[config.mk]
export PLATFORM = sky130hd
export DESIGN_NAME = demux_select_sequencer
export DESIGN_NICKNAME = d
export VERILOG_FILES = /design/src/rtl/demux_select_sequencer_pkg.sv /design/src/rtl/demux_next_channel.sv /design/src/rtl/demux_select_sequencer.sv
export SDC_FILE = /design/constraint.sdc
export NUM_CORES = 1
export LEC_CHECK = 0
export ABC_AREA = 1
export CORE_MARGIN = 2
export CORE_UTILIZATION = 45
export CTS_CLUSTER_DIAMETER = 30
export DETAILED_ROUTE_END_ITERATION = 8
export HOLD_SLACK_MARGIN = 0.05
export PLACE_DENSITY = 0.7
export SKIP_LAST_GASP = 1
export SYNTH_ARGS = -nofsm -noshare
export SYNTH_HDL_FRONTEND = slang
export SYNTH_HIERARCHICAL = 1
export SYNTH_SLANG_ARGS = --single-unit
export TNS_END_PERCENT = 100
[constraint.sdc]
create_clock -name clk -period 2.28 [get_ports clk]
set_input_delay 0.228 -clock clk [delete_from_list [all_inputs] [get_ports clk]]
set_output_delay 0.228 -clock clk [all_outputs]
set_load 0.005 [all_outputs]
[src/rtl/demux_select_sequencer_pkg.sv]
// Shared constants and state encoding for the 1x8 demux select sequencer.
package demux_select_sequencer_pkg;

  localparam int unsigned NUM_CH = 8;
  localparam int unsigned SEL_W  = 3;

  typedef enum logic [1:0] {
    StIdle  = 2'd0,
    StDwell = 2'd1,
    StDone  = 2'd2
  } state_e;

endpackage

[src/rtl/demux_next_channel.sv]
// Combinational channel finder: the next enabled channel above cur, and the lowest enabled one.
module demux_next_channel
  import demux_select_sequencer_pkg::*;
(
  input  logic [NUM_CH-1:0] mask,
  input  logic [SEL_W-1:0]  cur,
  output logic [SEL_W-1:0]  next,
  output logic              found,
  output logic [SEL_W-1:0]  first
);

  // Scan from the top down so that the lowest qualifying index is the last one written.
  always_comb begin
    next  = '0;
    found = 1'b0;
    first = '0;
    for (int i = NUM_CH - 1; i >= 0; i--) begin
      if (mask[i]) begin
        first = SEL_W'(i);
        if (i > int'(cur)) begin
          next  = SEL_W'(i);
          found = 1'b1;
        end
      end
    end
  end

endmodule

[src/rtl/demux_select_sequencer.sv]
// Steps the demux select lines through a masked channel set, holding each for a dwell time.
module demux_select_sequencer
  import demux_select_sequencer_pkg::*;
#(
  parameter int unsigned DWELL_W = 8
) (
  input  logic               clk,
  input  logic               rst,
  input  logic               start,
  input  logic               stop,
  input  logic               continuous,
  input  logic [NUM_CH-1:0]  ch_mask,
  input  logic [DWELL_W-1:0] dwell,
  input  logic               d_in,
  output logic               d,
  output logic               s0,
  output logic               s1,
  output logic               s2,
  output logic               busy,
  output logic               done
);

  state_e             state_q, state_d;
  logic [SEL_W-1:0]   sel_q, sel_d;
  logic [DWELL_W-1:0] cnt_q, cnt_d;
  logic [DWELL_W-1:0] dwell_q, dwell_d;
  logic [NUM_CH-1:0]  mask_q, mask_d;
  logic               busy_q, busy_d;
  logic               done_q, done_d;

  logic [NUM_CH-1:0]  nc_mask;
  logic [DWELL_W-1:0] dwell_src, reload;
  logic [SEL_W-1:0]   nc_next, nc_first;
  logic               nc_found;

  // In IDLE the live inputs are about to be snapshotted, so look at them directly.
  assign nc_mask   = (state_q == StIdle) ? ch_mask : mask_q;
  assign dwell_src = (state_q == StIdle) ? dwell : dwell_q;
  assign reload    = (dwell_src == '0) ? DWELL_W'(1) : dwell_src;

  demux_next_channel u_next_channel (
    .mask  (nc_mask),
    .cur   (sel_q),
    .next  (nc_next),
    .found (nc_found),
    .first (nc_first)
  );

  always_comb begin
    state_d = state_q;
    sel_d   = sel_q;
    cnt_d   = cnt_q;
    mask_d  = mask_q;
    dwell_d = dwell_q;
    busy_d  = 1'b0;
    done_d  = 1'b0;
    unique case (state_q)
      StIdle: begin
        if (start && !stop) begin
          mask_d  = ch_mask;
          dwell_d = dwell;
          if (ch_mask != '0) begin
            state_d = StDwell;
            sel_d   = nc_first;
            cnt_d   = reload;
            busy_d  = 1'b1;
          end else begin
            state_d = StDone;
            sel_d   = '0;
          end
        end
      end
      StDwell: begin
        if (stop) begin
          state_d = StIdle;
          sel_d   = '0;
        end else if (cnt_q <= DWELL_W'(1)) begin
          if (nc_found) begin
            sel_d  = nc_next;
            cnt_d  = reload;
            busy_d = 1'b1;
          end else if (continuous) begin
            // A lone enabled channel wraps onto itself, so the select value does not change.
            sel_d  = nc_first;
            cnt_d  = reload;
            busy_d = 1'b1;
          end else begin
            state_d = StDone;
            sel_d   = '0;
          end
        end else begin
          cnt_d  = cnt_q - DWELL_W'(1);
          busy_d = 1'b1;
        end
      end
      StDone: begin
        state_d = StIdle;
        sel_d   = '0;
        done_d  = !stop;
      end
      default: begin
        state_d = StIdle;
        sel_d   = '0;
        cnt_d   = '0;
      end
    endcase
  end

  always_ff @(posedge clk or posedge rst) begin
    if (rst) begin
      state_q <= StIdle;
      sel_q   <= '0;
      cnt_q   <= '0;
      mask_q  <= '0;
      dwell_q <= '0;
      busy_q  <= 1'b0;
      done_q  <= 1'b0;
    end else begin
      state_q <= state_d;
      sel_q   <= sel_d;
      cnt_q   <= cnt_d;
      mask_q  <= mask_d;
      dwell_q <= dwell_d;
      busy_q  <= busy_d;
      done_q  <= done_d;
    end
  end

  assign {s2, s1, s0} = sel_q;
  assign busy         = busy_q;
  assign done         = done_q;
  assign d            = d_in & (state_q == StDwell);

endmodule

==> flow_summary_export.csv <==
group,metric,value,unit
outcome,outcome,"finished clean",
logic_synthesis,async_flop_share,100.0,%
floorplanning,dieArea,5242,um2
logic_synthesis,ys_types,29,
worst_setup_path,reg2reg_slack,0.24,ns
clock_tree,cts-htree-levels,2,
timing,relSlewSlack,73.13,%
worst_setup_path,worst-setup-path-type,"reg -> reg",
logic_synthesis,synth_top_area_cell,"dfrtp_1",
worst_setup_path,r2r-start,"state_q[1]",
worst_setup_path,critical_path_arrival,2.22,ns
worst_setup_path,path_max_fanout,13,
route,via_per_inst,4.945,
clock_tree,clkLatencyLatePin,0.28,ns
route,drt-total-wl,4878,um
logic_synthesis,syn_area_per_cell,6.499,um2
clock_tree,cts_tree,"done",
route,drtIter0Drc,167,
route,drt_first_pass_iters,4,
logic_synthesis,yosys-top-cells-count,"nand2_1 (104), inv_1 (42), nor2_1 (37)",
worst_setup_path,crit_path_end_kind,"flop",
logic_synthesis,synth_edf_count,0,
clock_tree,postCtsHoldBufs,0,
floorplanning,dieHeight,72.41,um
worst_setup_path,worstReg2RegEnd,"cnt_q[7]",
worst_setup_path,path_common_cell,"nand2_1",
finish,area_growth,25.13,%
route,ant_nets,0,
logic_synthesis,synth_most_common_cell,"nand2_1",
floorplanning,start_util,47.38,%
logic_synthesis,syn_area,2106,um2
power_and_ir_drop,p_leak,1.376,nW
route,wl_per_cell,11.59,um
route,drc_errors,0,
power_and_ir_drop,p_per_area,1371,nW/um2
logic_synthesis,synth_ff_type,"dfrtp_1",
global_route,grt_overflow,0,
timing,fin_skew,0.005663,ns
placement,place_congestion,0.8875,
clock_tree,clkTransAtPathRegs,0.06,ns
logic_synthesis,ys_warn_count,6,
global_route,grt_pass1_wl,8914,um
power_and_ir_drop,finalPower,3.611,mW
placement,dpl.hpwl,3773,um
logic_synthesis,syn-num-nets,348,
timing,final-hold-violation-count,0,
logic_synthesis,synth_top_area_share,36.84,%
timing,fin_crit_sh,89.59,%
clock_tree,cts_buffer_depth,2,
worst_setup_path,cp.required,2.45,ns
timing,drv_slew,0,
worst_setup_path,worstPathCellList,"inv_2 > nand2_4 > nand2_1 > o21ai_0 > nand2_1 > nand2_1 > nor2_2 > nand3_2 > nor2_1 > nand3_1 > nand2_2 > nand2_2 > nand2_4 > inv_4 > nor2_1 > a21oi_2",
logic_synthesis,seq_area_frac_synth,36.84,%
global_route,grt_pass1_vias,1995,
finish,drive_gt1_share,13.01,%
worst_setup_path,worst-path-buf-inv,2,
min_path,hp-class,"in -> async",
power_and_ir_drop,peakVddDrop,0.0006075,V
placement,port_buffers,27,
floorplanning,ios,28,
logic_synthesis,ys_ff_latch,31,
logic_synthesis,syn_inst,324,
clock_tree,cts_root_buf,"clkbuf_8",
timing,fmax,489.5,MHz
global_route,antenna_found_initial,0,
timing,worst_slew_pin_slew,0.4030,ns
worst_setup_path,path_delay_family,"simple AND/OR/NAND/NOR gates",
floorplanning,rows,24,
run,maxCapViolCount,0,
timing,period_minus_slack,2.043,ns
logic_synthesis,synth_area_leaders,"dfrtp_1 (37%), nand2_1 (19%), o21ai_0 (8.6%)",
worst_setup_path,crit_path_start,"state_q[1]",
worst_setup_path,slowest_stage,"dfrtp_1",
worst_setup_path,cpPeakStageDelay,0.39,ns
worst_setup_path,cp-start-kind,"flop",
global_route,grt_max_degree,32,
route,vias,2082,
finish,final_util,59.29,%
finish,n_antenna_cell,0,
clock_tree,cts_sinks,31,
finish,finalNetCount,392,
floorplanning,coreArea,4444,um2
worst_setup_path,worstRegToRegCells,16,
floorplanning,chipWidth,72.41,um
timing,setup_violations,0,
clock_tree,cts_made_buffers,5,
global_route,grt_usage,21.46,%
cell families (layout without fill, tap and decap cells):
group,Yosys count,count (layout),synth area share (%)
AND/OR/NAND/NOR,177,178,35.18
flip-flops,31,31,36.84
XOR/XNOR,2,2,0.8320
buffers and inverters,53,97,10.16
multiplexers,1,1,0.5347
AO/OA/AOI/OAI,58,58,15.27
adder cells (fa/ha/maj),2,2,1.188
metrics by stage:
| stage | cells | setup TNS (ns) | worst slack [ns] | hold slack, ns | instance area (um2) |
|---|---|---|---|---|---|
| final | 421 | 0 | 0.2373 | 0.3312 | 2635 |
| after global routing | 421 | -0.01547 | -0.008052 | 0.3816 | 2635 |
| after CTS | 420 | 0 | 0.07373 | 0.3442 | 2606 |
| after detailed placement | 412 | -0.003715 | -0.003715 | 0.4707 | 2522 |
| after global placement | 412 | 0 | 0.04099 | 0.4630 | 2522 |
| after floorplan | 324 | 0 | 0.009861 | 0.2944 | 2106 |
state kept, by name (all words and copies together), names as in the netlist:
signal,cells
dwell_q,8
mask_q,8
sel_q,3
cnt_q,8
done,1
state_q,2
busy,1
metal layers:
metal	GRT usage (%)	wire length [um]
met5	0	0
met4	4.938	57
met3	5.139	220
met2	31.50	2122
met1	32.05	2478
power breakdown:
part | total, mW | internal, mW | switching [mW]
logic | 2.22 | 0.897 | 1.32
registers | 0.975 | 0.799 | 0.176
clock network | 0.417 | 0.214 | 0.203
final cells by class:
type / count / area [um2]
repair buffers: 43 / 390.4
clock inverters: 1 / 5.005
inverters: 46 / 175.2
flip-flops and latches: 31 / 775.7
fillers: 435 / 1809
clock buffers: 7 / 76.32
multi-input cells: 241 / 1147
well taps: 52 / 65.06
worst max path at each step:
stage | endpoint | cells after the start
2_1_floorplan | cnt_q[7] | 19
3_3_place_gp | cnt_q[7] | 15
3_5_place_dp | cnt_q[5] | 12
4_1_cts | cnt_q[0] | 15
5_1_grt | cnt_q[2] | 18
6_report | cnt_q[7] | 16
cell usage in the layout (no fill, tap or decap):
cell type        instances
a21boi_1                 1
a21oi_1                 10
a21oi_2                  2
a22o_1                   3
a31oi_1                  2
and2_4                   1
buf_4                   16
clkbuf_1                 2
clkbuf_8                 5
clkdlybuf4s50_1         27
clkinv_2                 1
dfrtp_1                 31
ha_1                     2
inv_1                   41
inv_2                    4
inv_4                    1
mux2_2                   1
nand2_1                101
nand2_2                  7
nand2_4                  2
nand3_1                 21
nand3_2                  3
nor2_1                  36
nor2_2                   2
nor2_4                   1
nor3_1                   1
nor4_1                   1
o21ai_0                 34
o21ai_1                  4
o21ai_2                  2
or2_1                    2
xor2_1                   2
repair_timing:
action	in CTS	in global routing
gates cloned	0	1
setup endpoints to repair	2	13
buffers inserted	0	0
pin swaps	0	1
resized for setup	1	9
worst register-to-register path, stage by stage (launching register included):
cell	delay (ns)
dfrtp_1	0.39
inv_2	0.09
nand2_4	0.09
nand2_1	0.07
o21ai_0	0.14
nand2_1	0.13
nand2_1	0.08
nor2_2	0.15
nand3_2	0.13
nor2_1	0.11
nand3_1	0.09
nand2_2	0.08
nand2_2	0.07
nand2_4	0.10
inv_4	0.07
nor2_1	0.11
a21oi_2	0.04
No activity file was read; power rests on OpenSTA's default activity.
